[src/rtl/onn_pkg.sv]
// Shared sizes, run-state encoding and helpers for the ONN run sequencer.
package onn_pkg;

  localparam int unsigned N_NEURON    = 15;
  localparam int unsigned PHASE_W     = 4;
  localparam int unsigned PHASE_VEC_W = N_NEURON * PHASE_W;
  localparam int unsigned PCNT_W      = 8;

  typedef enum logic [2:0] {
    ST_IDLE  = 3'd0,
    ST_LOAD  = 3'd1,
    ST_RUN   = 3'd2,
    ST_CHECK = 3'd3,
    ST_STORE = 3'd4,
    ST_DONE  = 3'd5
  } run_state_e;

  typedef logic [PHASE_VEC_W-1:0] phase_vec_t;

  // Increment that sticks at all-ones instead of wrapping.
  function automatic logic [PCNT_W-1:0] sat_inc(input logic [PCNT_W-1:0] v);
    return (v == {PCNT_W{1'b1}}) ? v : v + PCNT_W'(1);
  endfunction

endpackage

[src/rtl/onn_period_timer.sv]
// Modulo-OSC_PERIOD oscillation timer; strobes describe the count for the next cycle.
module onn_period_timer #(
  parameter int unsigned OSC_PERIOD = 16,
  localparam int unsigned CNT_W = (OSC_PERIOD > 1) ? $clog2(OSC_PERIOD) : 1
) (
  input  logic sclk,
  input  logic re_n,
  input  logic clr,
  input  logic adv,
  output logic drop_stb_c,
  output logic check_stb_c
);

  logic [CNT_W-1:0] count;
  logic [CNT_W-1:0] count_nxt;

  // Restart at zero on clear, otherwise wrap after OSC_PERIOD-1.
  always_comb begin
    count_nxt = '0;
    if (!clr && (count != CNT_W'(OSC_PERIOD - 1))) begin
      count_nxt = count + CNT_W'(1);
    end
  end

  assign drop_stb_c  = (count_nxt == '0);
  assign check_stb_c = (count_nxt == CNT_W'(OSC_PERIOD - 1));

  always_ff @(posedge sclk or negedge re_n) begin
    if (!re_n) begin
      count <= '0;
    end else if (adv) begin
      count <= count_nxt;
    end else begin
      count <= '0;
    end
  end

endmodule

[src/rtl/onn_run_sequencer.sv]
// Run controller for the 3x5 ONN array: load, periodic drop/check strobes,
// convergence/timeout detection and capture of the settled phase vector.
module onn_run_sequencer
  import onn_pkg::*;
#(
  parameter int unsigned OSC_PERIOD     = 16,
  parameter int unsigned LOAD_CYC       = 2,
  parameter int unsigned STABLE_PERIODS = 3,
  parameter int unsigned MAX_PERIODS    = 255
) (
  input  logic                   sclk,
  input  logic                   re_n,
  input  logic                   start,
  input  logic                   abort,
  input  logic [PHASE_VEC_W-1:0] pattern_in,
  output logic [PHASE_VEC_W-1:0] ini_phase,
  output logic                   neuron_load,
  output logic                   drop,
  output logic                   state_cheak,
  input  logic [N_NEURON-1:0]    state_changed,
  input  logic [PHASE_VEC_W-1:0] phi_in,
  output logic [PHASE_VEC_W-1:0] result_phase,
  output logic                   busy,
  output logic                   done,
  output logic                   converged,
  output logic                   timeout,
  output logic [PCNT_W-1:0]      period_count
);

  localparam int unsigned LCNT_W = (LOAD_CYC > 1) ? $clog2(LOAD_CYC) : 1;

  run_state_e          state;
  run_state_e          state_nxt;

  logic [LCNT_W-1:0]   load_cnt;
  logic [LCNT_W-1:0]   load_cnt_d;
  logic                any_chg;
  logic                any_chg_d;
  logic [PCNT_W-1:0]   stable_cnt;
  logic [PCNT_W-1:0]   stable_d;
  logic [PCNT_W-1:0]   pcount_d;
  logic                conv_d;
  logic                tmo_d;
  phase_vec_t          ini_d;
  phase_vec_t          res_d;

  logic                load_d;
  logic                drop_d;
  logic                check_d;
  logic                busy_d;
  logic                done_d;

  logic                timer_clr_c;
  logic                timer_adv_c;
  logic                drop_stb_c;
  logic                check_stb_c;

  assign timer_clr_c = (state != ST_RUN);
  assign timer_adv_c = (state_nxt == ST_RUN);

  onn_period_timer #(
    .OSC_PERIOD (OSC_PERIOD)
  ) u_period_timer (
    .sclk        (sclk),
    .re_n        (re_n),
    .clr         (timer_clr_c),
    .adv         (timer_adv_c),
    .drop_stb_c  (drop_stb_c),
    .check_stb_c (check_stb_c)
  );

  always_ff @(posedge sclk or negedge re_n) begin
    if (!re_n) begin
      state <= ST_IDLE;
    end else begin
      state <= state_nxt;
    end
  end

  // Next state and datapath updates; abort overrides every other transition.
  always_comb begin
    state_nxt  = state;
    load_cnt_d = load_cnt;
    any_chg_d  = any_chg;
    stable_d   = stable_cnt;
    pcount_d   = period_count;
    conv_d     = converged;
    tmo_d      = timeout;
    ini_d      = ini_phase;
    res_d      = result_phase;

    if (abort) begin
      state_nxt = ST_IDLE;
      conv_d    = 1'b0;
      tmo_d     = 1'b0;
    end else begin
      case (state)
        ST_IDLE, ST_DONE: begin
          if (start) begin
            state_nxt  = ST_LOAD;
            ini_d      = pattern_in;
            conv_d     = 1'b0;
            tmo_d      = 1'b0;
            pcount_d   = '0;
            stable_d   = '0;
            load_cnt_d = '0;
          end
        end
        ST_LOAD: begin
          if (load_cnt == LCNT_W'(LOAD_CYC - 1)) begin
            state_nxt = ST_RUN;
          end else begin
            load_cnt_d = load_cnt + LCNT_W'(1);
          end
        end
        ST_RUN: begin
          // The registered state_cheak marks the last timer slot of the period.
          if (state_cheak) begin
            any_chg_d = |state_changed;
            state_nxt = ST_CHECK;
          end
        end
        ST_CHECK: begin
          pcount_d = sat_inc(period_count);
          stable_d = any_chg ? '0 : sat_inc(stable_cnt);
          if (stable_d >= PCNT_W'(STABLE_PERIODS)) begin
            state_nxt = ST_STORE;
            conv_d    = 1'b1;
          end else if (pcount_d >= PCNT_W'(MAX_PERIODS)) begin
            state_nxt = ST_STORE;
            tmo_d     = 1'b1;
          end else begin
            state_nxt = ST_RUN;
          end
        end
        ST_STORE: begin
          res_d     = phi_in;
          state_nxt = ST_DONE;
        end
        default: begin
          state_nxt = ST_IDLE;
        end
      endcase
    end
  end

  // Strobe and status values for the coming cycle, registered below.
  always_comb begin
    load_d  = (state_nxt == ST_LOAD);
    drop_d  = (state_nxt == ST_LOAD) || ((state_nxt == ST_RUN) && drop_stb_c);
    check_d = (state_nxt == ST_RUN) && check_stb_c;
    busy_d  = (state_nxt == ST_LOAD) || (state_nxt == ST_RUN) ||
              (state_nxt == ST_CHECK) || (state_nxt == ST_STORE);
    done_d  = (state_nxt == ST_DONE);
  end

  always_ff @(posedge sclk or negedge re_n) begin
    if (!re_n) begin
      load_cnt     <= '0;
      any_chg      <= 1'b0;
      stable_cnt   <= '0;
      period_count <= '0;
      converged    <= 1'b0;
      timeout      <= 1'b0;
      ini_phase    <= '0;
      result_phase <= '0;
      neuron_load  <= 1'b0;
      drop         <= 1'b0;
      state_cheak  <= 1'b0;
      busy         <= 1'b0;
      done         <= 1'b0;
    end else begin
      load_cnt     <= load_cnt_d;
      any_chg      <= any_chg_d;
      stable_cnt   <= stable_d;
      period_count <= pcount_d;
      converged    <= conv_d;
      timeout      <= tmo_d;
      ini_phase    <= ini_d;
      result_phase <= res_d;
      neuron_load  <= load_d;
      drop         <= drop_d;
      state_cheak  <= check_d;
      busy         <= busy_d;
      done         <= done_d;
    end
  end

endmodule

[config.mk]
export PLATFORM = sky130hd
export DESIGN_NAME = onn_run_sequencer
export DESIGN_NICKNAME = d
export VERILOG_FILES = /design/src/rtl/onn_pkg.sv /design/src/rtl/onn_period_timer.sv /design/src/rtl/onn_run_sequencer.sv
export SDC_FILE = /design/constraint.sdc
export NUM_CORES = 1
export LEC_CHECK = 0
export BUFFER_PORTS_ARGS = -buffer_cell sky130_fd_sc_hd__buf_2
export CAP_MARGIN = 15
export CORE_MARGIN = 2
export CORE_UTILIZATION = 43
export DETAILED_ROUTE_END_ITERATION = 8
export GPL_TIMING_DRIVEN = 0
export PLACE_DENSITY = 0.76
export SLEW_MARGIN = 20
export SYNTH_ARGS = -nofsm -noshare
export SYNTH_HDL_FRONTEND = slang
export SYNTH_SLANG_ARGS = --single-unit
[constraint.sdc]
create_clock -name sclk -period 2.2 [get_ports sclk]
set_clock_uncertainty 0.05 [all_clocks]
set_input_delay 0.44 -clock sclk [delete_from_list [all_inputs] [get_ports sclk]]
set_output_delay 0.44 -clock sclk [all_outputs]
set_load 0.03 [all_outputs]
## After elaboration in Yosys (flattened, before gate mapping)

Cells that the tools add are included.

- Add/sub/neg operators: 4
- Magnitude comparators: 2
- Eq/ne operators: 20
- Mux-type cells: 25
- Bitwise gates (word level): 1
- Reduce and logical (&&, ||, !) cells: 22

Operator list:

| kind | count |
|---|---|
| $mux W8 | 4 |
| $pmux W8 S2 | 2 |
| $mux W3 | 6 |
| $add A8 B1 Y8 const B | 2 |
| $eq A8 B8 Y1 const B | 2 |
| $pmux W3 S5 | 1 |
| $reduce_and A3 Y1 | 5 |
| $reduce_or A15 Y1 | 1 |
| $eq A3 B2 Y1 const B | 4 |
| $eq A3 B3 Y1 const B | 4 |
| $ne A3 B3 Y1 const B | 4 |
| $ge A8 B2 Y1 const B | 1 |
| $ge A8 B8 Y1 const B | 1 |
| $mux W4 | 2 |
| $mux W1 | 7 |
| $eq A3 B1 Y1 const B | 2 |
| $pmux W1 S2 | 3 |
| $add A4 B1 Y4 const B | 1 |
| $eq A4 B4 Y1 const B | 1 |
| $logic_not A4 Y1 | 1 |
| $logic_or A1 B1 Y1 | 4 |
| $ne A4 B4 Y1 const B | 1 |
| $reduce_and A4 Y1 | 1 |
| $reduce_bool A2 Y1 | 2 |
| 10 further kinds | 12 |

- Bits in registers: 152
- Input port bits: 139
- Output and inout port bits: 135
- Word-level logic and storage cells: 89

## Depth between registers and ports, before layout

- Depth after elaboration: 11
- Depth in mapped cells: 8
- Depth with buffers taken out: 7

## Hierarchy

A second synthesis with hierarchy kept.

- Cell total of the unflattened synthesis: 600
- Area total of the unflattened synthesis: 6458.7 um^2

Modules (own cells, without submodules):

| module | times used | cells each | area each (um^2) | sequential area each (um^2) |
|---|---|---|---|---|
| onn_run_sequencer | 1 | 579 | 6242.2 | 3703.6 |
| onn_period_timer | 1 | 21 | 216.5 | 100.1 |

## Worst setup path after synthesis

No wires, ideal clock.

- Path kind: flip-flop to flip-flop
- Start point: register period_count[0]
- End point: register drop
- Setup time: 0.130 ns
- Data arrival time: 2.101 ns
- Required time: 2.020 ns
- Path slack: -0.081 ns
- Stages on the path, launching flop included: 8
- Path buffers: 1
- Period minus slack after synthesis: 2.281 ns
- Path through: dfrtp_1 -> ha_1 -> clkbuf_1 -> or4b_1 -> a21oi_1 -> nand2_2 -> a31oi_4 -> o31ai_2

- Cells in the longest elaborated chain, start to end: 10
- Elaborated cells on any way between the ends: 12
- Classes of those cells: add/sub (1); order compare (1); eq/ne (3); mux (5); reduce/logical (2)

RTL lines:

| item | RTL line | text |
|---|---|---|
| start, declared | onn_run_sequencer.sv:27 | `output logic [PCNT_W-1:0] period_count` |
| start signal, assigned | onn_run_sequencer.sv:176 | `period_count <= pcount_d;` |
| $add A8 B1 Y8 / $eq A8 B8 Y1 (equally long branches) | onn_pkg.sv:22 | `return (v == {PCNT_W{1'b1}}) ? v : v + PCNT_W'(1);` |
| $mux W8 * | onn_pkg.sv:22 |  |
| $ge A8 B8 Y1 * | onn_run_sequencer.sv:129 | `end else if (pcount_d >= PCNT_W'(MAX_PERIODS)) begin` |
| $mux W3 * | onn_run_sequencer.sv:129 |  |
| $mux W3 * | onn_run_sequencer.sv:126 | `if (stable_d >= PCNT_W'(STABLE_PERIODS)) begin` |
| $pmux W3 S5 * | onn_run_sequencer.sv:97 | `case (state)` |
| $mux W3 * | onn_run_sequencer.sv:92 | `if (abort) begin` |
| $eq A3 B2 Y1 | onn_run_sequencer.sv:150 | `drop_d = (state_nxt == ST_LOAD) \|\| ((state_nxt == ST_RUN) && drop_stb_c);` |
| $logic_and A1 B1 Y1 | onn_run_sequencer.sv:150 |  |
| $logic_or A1 B1 Y1 * | onn_run_sequencer.sv:150 |  |
| named net drop_d | onn_run_sequencer.sv:48 | `logic drop_d;` |
| end signal, assigned | onn_run_sequencer.sv:182 | `drop <= drop_d;` |
| end, declared | onn_run_sequencer.sv:18 | `output logic drop,` |

Mark *: on every way through the listed nets, which the timed path passes. The rest lies on a longest branch.
A chain may end at the register's enable or synchronous reset.

## Worst setup path after layout

Ends and elaborated chain as after synthesis.

==> impl_metrics.json <==
{
  "p_total_mw": 8.13,
  "synthCells": 596,
  "yosys.area.top_type": "dfrtp_1",
  "worst-path-buf-inv": 0,
  "htreeDepth": 4,
  "start_util_pct": 44.2,
  "synth_edf_count": 0,
  "hp-class": "input pin to register",
  "wl_per_cell_um": 15.7,
  "pin_count": 274,
  "crit_path_start_kind": "register",
  "cp_slowest_cell": "or4b_1",
  "max_slew.worst_pin.slew_ns": 0.504,
  "synth_area_um2": 6420,
  "grt_pass1_wl_mm": 27.4,
  "final_cell_mix": "buf_2 (285), nand2_1 (197), dfrtp_1 (149)",
  "synth_fp_nets": 738,
  "viasPerCell": 4.97,
  "nNetsFinal": 1033,
  "crit_type": "register to register",
  "seq_area_frac_synth_pct": 59.3,
  "maxCapViolations": 0,
  "rows": 44,
  "cts_tree": "built",
  "status": "finished, final reports clean",
  "synthTopCellsByArea": "dfrtp_1 (59%), nand2_1 (12%), mux2_2 (9.1%), mux2_1 (1.8%), nand3_1 (1.2%)",
  "post-route-min-period_ns": 2.07,
  "clkSinkCount": 152,
  "drive_above_1_share_pct": 44.2,
  "dp_hpwl_mm": 12.6,
  "clk_path_buf_depth": 2,
  "yosysWarnings": 0,
  "areaGrowthSynthToFinish_pct": 35.7,
  "ys_async_sr_fraction_pct": 100,
  "root_buffer": "clkbuf_16",
  "synth_top_cell_area_share_pct": 59.3,
  "cpPeakStageDelay_ns": 0.52,
  "required_ns": 2.44,
  "routed_wl_mm": 17.0,
  "num_antenna_cells": 0,
  "portBuffers": 272,
  "antenna_found_initial": 0,
  "drtPass1Iterations": 5,
  "end_kind": "register",
  "die_area_um2": 15900,
  "crit_fanout": 9,
  "critPathTopFamily": "simple AND/OR/NAND/NOR gates",
  "fmaxAchievable_mhz": 482,
  "powerDensity_nw_per_um2": 934,
  "finalHoldWorstSlack_ns": 0.157,
  "rsz0062_at_grt": "false",
  "slew_viol_final": 0,
  "dpl_cell_area_um2": 8050,
  "fin_crit_sh_pct": 94.2,
  "fp.dieH_um": 126,
  "cp_cell_sequence": "ha_4 > or4b_1 > a21oi_2 > nand2_2 > a31oi_4 > o31ai_2",
  "grt_usage_pct": 21.9,
  "post-route-drc-count": 0,
  "layout_commonest_cell": "buf_2",
  "static-leakage-power_nw": 4.62,
  "gp_congestion": 0.841,
  "peakVddDrop_v": 0.000511,
  "synth.ff_latch_count": 152,
  "drt_iter0_drc": 271,
  "worstPathArrival_ns": 2.31,
  "overflow": 0,
  "synthFlopType": "dfrtp_1",
  "cts_buffers": 17,
  "clk_pin_slew_ns": 0.06,
  "num_vias": 5408,
  "drtAntennaViolNets": 0,
  "final_util_pct": 59.9,
  "stdcell_area_um2": 8710,
  "slew_headroom_pct": 66.4,
  "finalSetupViolCount": 0,
  "die_w_um": 126,
  "insertion_delay_ns": 0.42,
  "hold_viol_final": 0,
  "grt_pass1_vias": 5436,
  "syn_area_per_cell_um2": 10.8,
  "reg2reg_slack_ns": 0.13,
  "core_um2": 14500,
  "yosysUniqueCellTypes": 62,
  "setup_tns_ns": 0,
  "grt_start_max_net_pins": 102
}
## worst paths after layout
kind | startpoint | end | cells after the start
setup reg to reg | period_count[0] | drop | 6
hold / removal | pattern_in[50] | ini_phase[50] | 3
max in group asynchronous | re_n | ini_phase[1] | 3
hold reg to reg | ini_phase[52] | ini_phase[52] | 2
setup / recovery | period_count[0] | drop | 6
min in group asynchronous | re_n | result_phase[0] | 2
## area by class of cell
cell class,instances,area (µm²)
plain buffers,26,128
clock buffers,20,447
repair buffers,277,1430
well taps,184,230
inverters,7,26.3
clock inverters,12,118
multi-input cells,410,2520
flip-flops and latches,152,3810
fillers,1246,5830
## repair_timing
action	4_1_cts	5_1_grt
setup buffers	2	1
hold endpoints to repair	51	0
pin swaps	2	2
endpoints found under the setup margin	88	66
gates resized for setup	3	11
hold buffers	1	0
## kinds of logic after synthesis
logic type	share of synthesized area, %
AO/OA/AOI/OAI	6.82
XOR/XNOR	0.410
adder cells (fa/ha/maj)	0.585
buffers and inverters	2.44
flip-flops	59.3
multiplexers	11.0
AND/OR/NAND/NOR	19.4
## worst register-to-register path: stages (launching register included)
cell and delay, ns:
dfrtp_2 0.46, ha_4 0.21, or4b_1 0.52, a21oi_2 0.21
nand2_2 0.14, a31oi_4 0.26, o31ai_2 0.09
## metal layers
metal  routed length [µm]  global-route usage (%)  vias to the layer above  share of wire (%)
li1                     -                       -                     2611                  -
met1                 7000                    26.5                     2565                 41
met2                 8410                    36.8                      204                 49
met3                 1290                    6.58                       28                7.6
met4                  340                    8.40                        0                2.0
met5                    0                       0                        -                  0
## report_power, final
group          switching, mW  internal, mW  leakage [nW]
clock                   1.17          1.60         0.264
sequential             0.201          3.18          1.94
combinational           1.38         0.595          2.41
## through the flow
step	cells	setup slack (ns)
after global placement	1052	-1.84
after CTS	1087	0.0188
after floorplan	596	0.0154
final	1088	0.127
after detailed placement	1053	-0.155
after global routing	1088	0.0181
## cell usage after synthesis (3+ instances only)
master,number
ha_1,3
and3_1,4
nand2_1,197
and4_1,3
clkbuf_1,11
inv_1,6
mux2_2,52
nor4_1,5
nor3_1,9
o21ai_0,8
a21o_1,3
a22o_1,4
buf_2,14
o21bai_1,4
nor2_1,19
a21oi_1,11
nand3_1,15
dfrtp_1,152
nand2b_1,5
mux2_1,10
nand4_1,5
a31oi_1,4
## flip-flops by register name, summed over array words and instances (netlist names), 3 cells and up
| register | flops |
|---|---|
| period_count | 8 |
| state | 3 |
| stable_cnt | 8 |
| u_period_timer.count | 4 |
| result_phase | 60 |
| ini_phase | 60 |
(Power assumes the default switching activity.)
